`config.mk`:
```
export PLATFORM = sky130hd
export DESIGN_NAME = axi_dma_ch_scheduler
export DESIGN_NICKNAME = d
export VERILOG_FILES = /design/src/rtl/axi_dma_ch_scheduler.sv
export SDC_FILE = /design/constraint.sdc
export NUM_CORES = 1
export LEC_CHECK = 0
export ABC_AREA = 1
export BUFFER_PORTS_ARGS = -buffer_cell sky130_fd_sc_hd__buf_2
export CAP_MARGIN = 5
export CORE_MARGIN = 3
export CORE_UTILIZATION = 49
export CTS_CLUSTER_SIZE = 12
export DETAILED_ROUTE_END_ITERATION = 16
export PLACE_DENSITY = 0.77
export RECOVER_POWER = 25
export SYNTH_ARGS = -nofsm -noshare
export SYNTH_HDL_FRONTEND = slang
export SYNTH_SLANG_ARGS = --single-unit
export TNS_END_PERCENT = 10
```
`constraint.sdc`:
```
create_clock -name clk -period 2.5 [get_ports clk]
set_input_delay 0.125 -clock clk [delete_from_list [all_inputs] [get_ports clk]]
set_output_delay 0.125 -clock clk [all_outputs]
set_load 0.05 [all_outputs]
```
`src/rtl/axi_dma_ch_scheduler.sv`:
```
// Round-robin scheduler feeding per-channel DMA requests to one DMA core.
// Optional macro DMA_SCHED_ERR_HALT_EN adds err_clr/ch_halted.
//
// Ports:
//   clk, rst_n                 clock, async active-low reset
//   ch_req_valid/ready         per-channel request handshake
//   ch_req_src/dst/len         packed per-channel command fields
//   ch_done, ch_status         completion pulse and status
//   core_start, core_*_addr,
//   core_len                   command to DMA core
//   core_done/busy/status      DMA core feedback
//   intr_mask, intr_clr        interrupt mask / clear pulses
//   intr_pend_vec, intr_pend   pending bits and masked summary
//   err_clr, ch_halted         (macro only) error halt control
module axi_dma_ch_scheduler #(
  parameter int NUM_CH = 4,
  parameter int ADDR_W = 32,
  parameter int LEN_W  = 32
) (
  input  logic                     clk,
  input  logic                     rst_n,
  input  logic [NUM_CH-1:0]        ch_req_valid,
  output logic [NUM_CH-1:0]        ch_req_ready,
  input  logic [NUM_CH*ADDR_W-1:0] ch_req_src,
  input  logic [NUM_CH*ADDR_W-1:0] ch_req_dst,
  input  logic [NUM_CH*LEN_W-1:0]  ch_req_len,
  output logic [NUM_CH-1:0]        ch_done,
  output logic [3:0]               ch_status,
  output logic                     core_start,
  output logic [ADDR_W-1:0]        core_src_addr,
  output logic [ADDR_W-1:0]        core_dst_addr,
  output logic [LEN_W-1:0]         core_len,
  input  logic                     core_done,
  input  logic                     core_busy,
  input  logic [3:0]               core_status,
  input  logic [NUM_CH-1:0]        intr_mask,
  input  logic [NUM_CH-1:0]        intr_clr,
`ifdef DMA_SCHED_ERR_HALT_EN
  input  logic [NUM_CH-1:0]        err_clr,
  output logic [NUM_CH-1:0]        ch_halted,
`endif
  output logic [NUM_CH-1:0]        intr_pend_vec,
  output logic                     intr_pend
);

  localparam int CW = (NUM_CH > 1) ? $clog2(NUM_CH) : 1;

  typedef enum logic [1:0] {
    IDLE, ISSUE, WAIT, RETIRE
  } state_t;

  state_t state_q, state_d;

  logic [CW-1:0] grant_q, grant_d;
  logic [CW-1:0] last_q, last_d;
  logic [3:0]    cap_q, cap_d;
  logic [3:0]    stat_q, stat_d;

  logic [NUM_CH-1:0]             slot_v_q, slot_v_d;
  logic [NUM_CH-1:0][ADDR_W-1:0] slot_src_q, slot_src_d;
  logic [NUM_CH-1:0][ADDR_W-1:0] slot_dst_q, slot_dst_d;
  logic [NUM_CH-1:0][LEN_W-1:0]  slot_len_q, slot_len_d;

  logic [ADDR_W-1:0] src_q, src_d;
  logic [ADDR_W-1:0] dst_q, dst_d;
  logic [LEN_W-1:0]  len_q, len_d;
  logic [NUM_CH-1:0] pend_q, pend_d;

  logic          sel_found;
  logic [CW-1:0] sel_idx;
  logic          sel_zero;
  logic          go;

  // Round-robin search starting one past the last grant
  always_comb begin
    sel_found = 1'b0;
    sel_idx   = '0;
    for (int k = 1; k <= NUM_CH; k++) begin
      if (!sel_found &&
          slot_v_q[(int'(last_q) + k) % NUM_CH]) begin
        sel_found = 1'b1;
        sel_idx   = CW'((int'(last_q) + k) % NUM_CH);
      end
    end
  end

  assign sel_zero = (slot_len_q[sel_idx] == '0);
  assign go = (state_q == IDLE) && sel_found
            && !core_busy;

  // Next-state logic
  always_comb begin
    state_d = state_q;
    unique case (state_q)
      IDLE:   if (go) state_d = sel_zero ? RETIRE : ISSUE;
      ISSUE:  state_d = WAIT;
      WAIT:   if (core_done) state_d = RETIRE;
      RETIRE: state_d = IDLE;
      default: state_d = IDLE;
    endcase
  end

  // Datapath / register next values
  always_comb begin
    grant_d    = grant_q;
    last_d     = last_q;
    cap_d      = cap_q;
    stat_d     = stat_q;
    slot_v_d   = slot_v_q;
    slot_src_d = slot_src_q;
    slot_dst_d = slot_dst_q;
    slot_len_d = slot_len_q;
    src_d      = src_q;
    dst_d      = dst_q;
    len_d      = len_q;
    pend_d     = pend_q & ~intr_clr;

    for (int i = 0; i < NUM_CH; i++) begin
      if (ch_req_valid[i] && ch_req_ready[i]) begin
        slot_v_d[i]   = 1'b1;
        slot_src_d[i] = ch_req_src[i*ADDR_W +: ADDR_W];
        slot_dst_d[i] = ch_req_dst[i*ADDR_W +: ADDR_W];
        slot_len_d[i] = ch_req_len[i*LEN_W +: LEN_W];
      end
    end

    if (go) begin
      grant_d = sel_idx;
      if (sel_zero) begin
        cap_d = 4'h0;
      end else begin
        src_d = slot_src_q[sel_idx];
        dst_d = slot_dst_q[sel_idx];
        len_d = slot_len_q[sel_idx];
      end
    end

    if (state_q == WAIT && core_done) begin
      cap_d = core_status;
    end

    // Set beats a same-cycle intr_clr
    if (state_q == RETIRE) begin
      slot_v_d[grant_q] = 1'b0;
      pend_d[grant_q]   = 1'b1;
      last_d            = grant_q;
      stat_d            = cap_q;
    end
  end

  // Outputs
  always_comb begin
    ch_done = '0;
    if (state_q == RETIRE) ch_done[grant_q] = 1'b1;
  end

  assign core_start    = (state_q == ISSUE);
  assign core_src_addr = src_q;
  assign core_dst_addr = dst_q;
  assign core_len      = len_q;
  assign ch_status     = (state_q == RETIRE) ? cap_q
                                             : stat_q;
  assign intr_pend_vec = pend_q;
  assign intr_pend     = |(pend_q & ~intr_mask);

`ifdef DMA_SCHED_ERR_HALT_EN
  logic [NUM_CH-1:0] halt_q, halt_d;

  always_comb begin
    halt_d = halt_q & ~err_clr;
    if (state_q == RETIRE && cap_q != 4'h0)
      halt_d[grant_q] = 1'b1;
  end

  always_ff @(posedge clk or negedge rst_n) begin
    if (!rst_n) halt_q <= '0;
    else        halt_q <= halt_d;
  end

  assign ch_halted    = halt_q;
  assign ch_req_ready = ~slot_v_q & ~halt_q;
`else
  assign ch_req_ready = ~slot_v_q;
`endif

  always_ff @(posedge clk or negedge rst_n) begin
    if (!rst_n) begin
      state_q    <= IDLE;
      grant_q    <= '0;
      last_q     <= CW'(NUM_CH - 1);
      cap_q      <= '0;
      stat_q     <= '0;
      slot_v_q   <= '0;
      slot_src_q <= '0;
      slot_dst_q <= '0;
      slot_len_q <= '0;
      src_q      <= '0;
      dst_q      <= '0;
      len_q      <= '0;
      pend_q     <= '0;
    end else begin
      state_q    <= state_d;
      grant_q    <= grant_d;
      last_q     <= last_d;
      cap_q      <= cap_d;
      stat_q     <= stat_d;
      slot_v_q   <= slot_v_d;
      slot_src_q <= slot_src_d;
      slot_dst_q <= slot_dst_d;
      slot_len_q <= slot_len_d;
      src_q      <= src_d;
      dst_q      <= dst_d;
      len_q      <= len_d;
      pend_q     <= pend_d;
    end
  end

endmodule

```
==> results.json <==
{
  "ff2ff_setup_slack_ns": -0.89,
  "core_um2": 44500,
  "io_pins": 518,
  "startpoint_type": "flip-flop",
  "cts_sinks": 502,
  "grt_pass1_wl_um": 145000,
  "synth_seq_cells": 502,
  "fillers": 2539,
  "cp.required_ns": 2.98,
  "synthCells": 2297,
  "max_freq_ghz": 0.295,
  "maxCapViolCount": 0,
  "vias_per_cell": 6.15,
  "clockBufferDepth": 3,
  "maxSlewHeadroom_pct": 19.6,
  "ir_worst_vdd_v": 0.00118,
  "syn_to_final_growth_pct": 49.6,
  "gr-usage-all-layers_pct": 39.4,
  "grt_pass1_vias": 25100,
  "layout_common_cells": "buf_2 (516), dfrtp_1 (500), dlygate4sd3_1 (402)",
  "numCtsBuffers": 53,
  "tns_ns": -80.79,
  "cp_data_arrival_time_ns": 3.87,
  "end_kind": "flip-flop",
  "hold_end": "grant_q[0]",
  "status": "finished with violations",
  "ys.warnings.count": 0,
  "synthFlopType": "dfrtp_1",
  "initial_utilization_pct": 49.9,
  "min-delay-start": "core_busy",
  "worst_r2r_startpoint": "last_q[0]",
  "regArea_um2": 12600,
  "overflow": 0,
  "multiInputGateArea_um2": 9070,
  "syn_area_um2": 22200,
  "rows": 77,
  "dpl_worst_slack_ns": -0.938,
  "syn_nets": 2706,
  "synthArstFlopShare_pct": 100,
  "chipHeight_um": 219,
  "drive_above_1_share_pct": 34.7,
  "stdcell_count": 3916,
  "worstMarginPinSlew_ns": 1.21,
  "violations": "setup timing",
  "worstSkewPairLatency_ns": 0.62,
  "dieWidth_um": 219,
  "finClkSkew_ns": 0.0344,
  "fin_ws_ns": -0.887,
  "antenna_found_initial": 17,
  "drtAntennaViolNets": 0,
  "routed_wl_um": 98400,
  "die_area_um2": 47900,
  "place_hpwl_um": 49900,
  "vias": 24100,
  "routedWlPerCell_um": 25.1,
  "place.gp.congestion": 0.917,
  "synth-edff-count": 0,
  "maxSlewViolCount": 0,
  "hold_depth": 5,
  "rsz0062_at_grt": "true",
  "dp_cells": 3353,
  "crit_type": "reg2reg",
  "clk_pin_slew_ns": 0.07,
  "avgSynthCellArea_um2": 9.67,
  "firstDrtPassIters": 8,
  "fin_nets": 3678,
  "powerDensity_nw_per_um2": 1620,
  "leakage_uw": 0.0165,
  "yosysSeqAreaShare_pct": 56.6,
  "grt_max_degree": 130,
  "timing.final.crit_share_pct": 135,
  "drc": 0,
  "cp_max_fo": 59,
  "r2r_cells": 23,
  "period_minus_slack_ns": 3.39,
  "min_path_type": "in2reg",
  "hold_viol": 0,
  "finalSetupViolCount": 103,
  "synthDistinctLibCells": 27,
  "reg2reg_to": "core_dst_addr[28]",
  "numPortBuffers": 517,
  "cts-htree-levels": 2,
  "drt_iter0_drc": 3249,
  "cts_tree": "yes",
  "hold_ws_ns": 0.0510,
  "layout_commonest_cell": "buf_2",
  "root_buffer": "clkbuf_16"
}
-- power by group --
group / total (µW) / switching, µW / internal [µW]
clock network: 8090 / 3480 / 4610
registers: 14600 / 2570 / 12000
logic: 31300 / 19400 / 11800
-- cell type report --
class	instances	area share [%]
multi-input combinational	1491	27.3
sequential	502	37.8
clock inverter	8	0.395
inverter	152	1.76
clock buffer	82	4.84
timing repair buffer	1069	25.5
tap	592	2.23
antenna	20	0.151
-- worst max-delay path: stages (launching register included) --
cell and delay (ns):
dfstp_2 0.61, buf_12 0.13, nand2_2 0.05, nand2_2 0.10, nand2_2 0.08, nand2_4 0.09
nand2_4 0.07, nand2_2 0.07, nand2_2 0.06, nand2_4 0.15, buf_12 0.17, buf_16 0.15
nand3_1 0.13, nand3_2 0.11, nand2_2 0.07, nor2_2 0.12, nand2_2 0.09, nor2_4 0.12
nand2_2 0.08, nor2_4 0.15, clkinv_4 0.11, buf_12 0.20, nand3_1 0.18, nand2_2 0.11
-- routing by layer --
metal,vias to the layer above,GRT usage (%),wire length (µm)
met5,-,0,23
met4,4,28.8,9000
met3,775,11.6,11900
met2,2381,64.6,46300
met1,11400,43.7,31200
li1,9573,-,-
-- per-stage QoR --
stage / utilization, % / power, µW / instance area, µm²
2_1_floorplan: - / 29800 / 22300
3_3_place_gp: 58.6 / 37400 / 26100
3_5_place_dp: 58.6 / 38300 / 26100
4_1_cts: 73.1 / 48700 / 32600
5_1_grt: 74.6 / 56000 / 33200
6_report: 74.6 / 53900 / 33200
-- synth_stat cells (6+ instances only) --
cell type / count / area [µm²]
inv_2: 6 / 22.5
nand3_1: 230 / 1150
clkbuf_1: 94 / 353
inv_1: 146 / 548
nand2_1: 361 / 1360
dfrtp_1: 500 / 12500
buf_1: 17 / 63.8
mux2_2: 259 / 2920
a21oi_1: 127 / 636
o22ai_1: 67 / 419
buf_2: 32 / 160
buf_4: 7 / 52.6
o21ai_0: 138 / 691
nor2_1: 291 / 1090
-- registers in the layout, summed over array words and instances (netlist names) --
name and count:
slot_dst_q 128, slot_len_q 128, slot_src_q 128, core_dst_addr 32, core_len 32, core_src_addr 32, cap_q 4, intr_pend_vec 4
slot_v_q 4, stat_q 4, grant_q 2, last_q 2, state_q 2
-- cell families (layout without fill, tap and decap cells) --
kind of cell / Yosys count / count (layout) / synth area share, %
AOI/OAI and AO/OA: 333 / 333 / 7.88
other: 0 / 20 / 0
muxes: 259 / 259 / 13.1
adders and majority gates: 5 / 5 / 0.282
DFF: 502 / 502 / 56.6
buffers and inverters: 306 / 1311 / 5.62
and+or+nand+nor: 892 / 894 / 16.5
-- worst max-delay path by stage --
stage               startpoint           endpoint  slack [ns]  cells past startpoint
floorplan            last_q[0]  core_dst_addr[22]       -0.20                     27
global placement     last_q[0]   core_dst_addr[2]       -0.79                     21
detailed placement   last_q[0]   core_dst_addr[9]       -0.94                     23
CTS                  last_q[0]  core_src_addr[17]       -0.67                     22
global route         last_q[0]  core_dst_addr[26]       -1.01                     25
finish               last_q[0]  core_dst_addr[28]       -0.89                     23
-- what timing repair did --
item	4_1_cts	5_1_grt
hold endpoints to repair	798	0
endpoints found under the setup margin	102	103
resized for setup	61	127
gates cloned	10	7
hold buffers	402	0
pin swaps	14	49
buffers inserted	22	15
(Power assumes the default switching activity.)
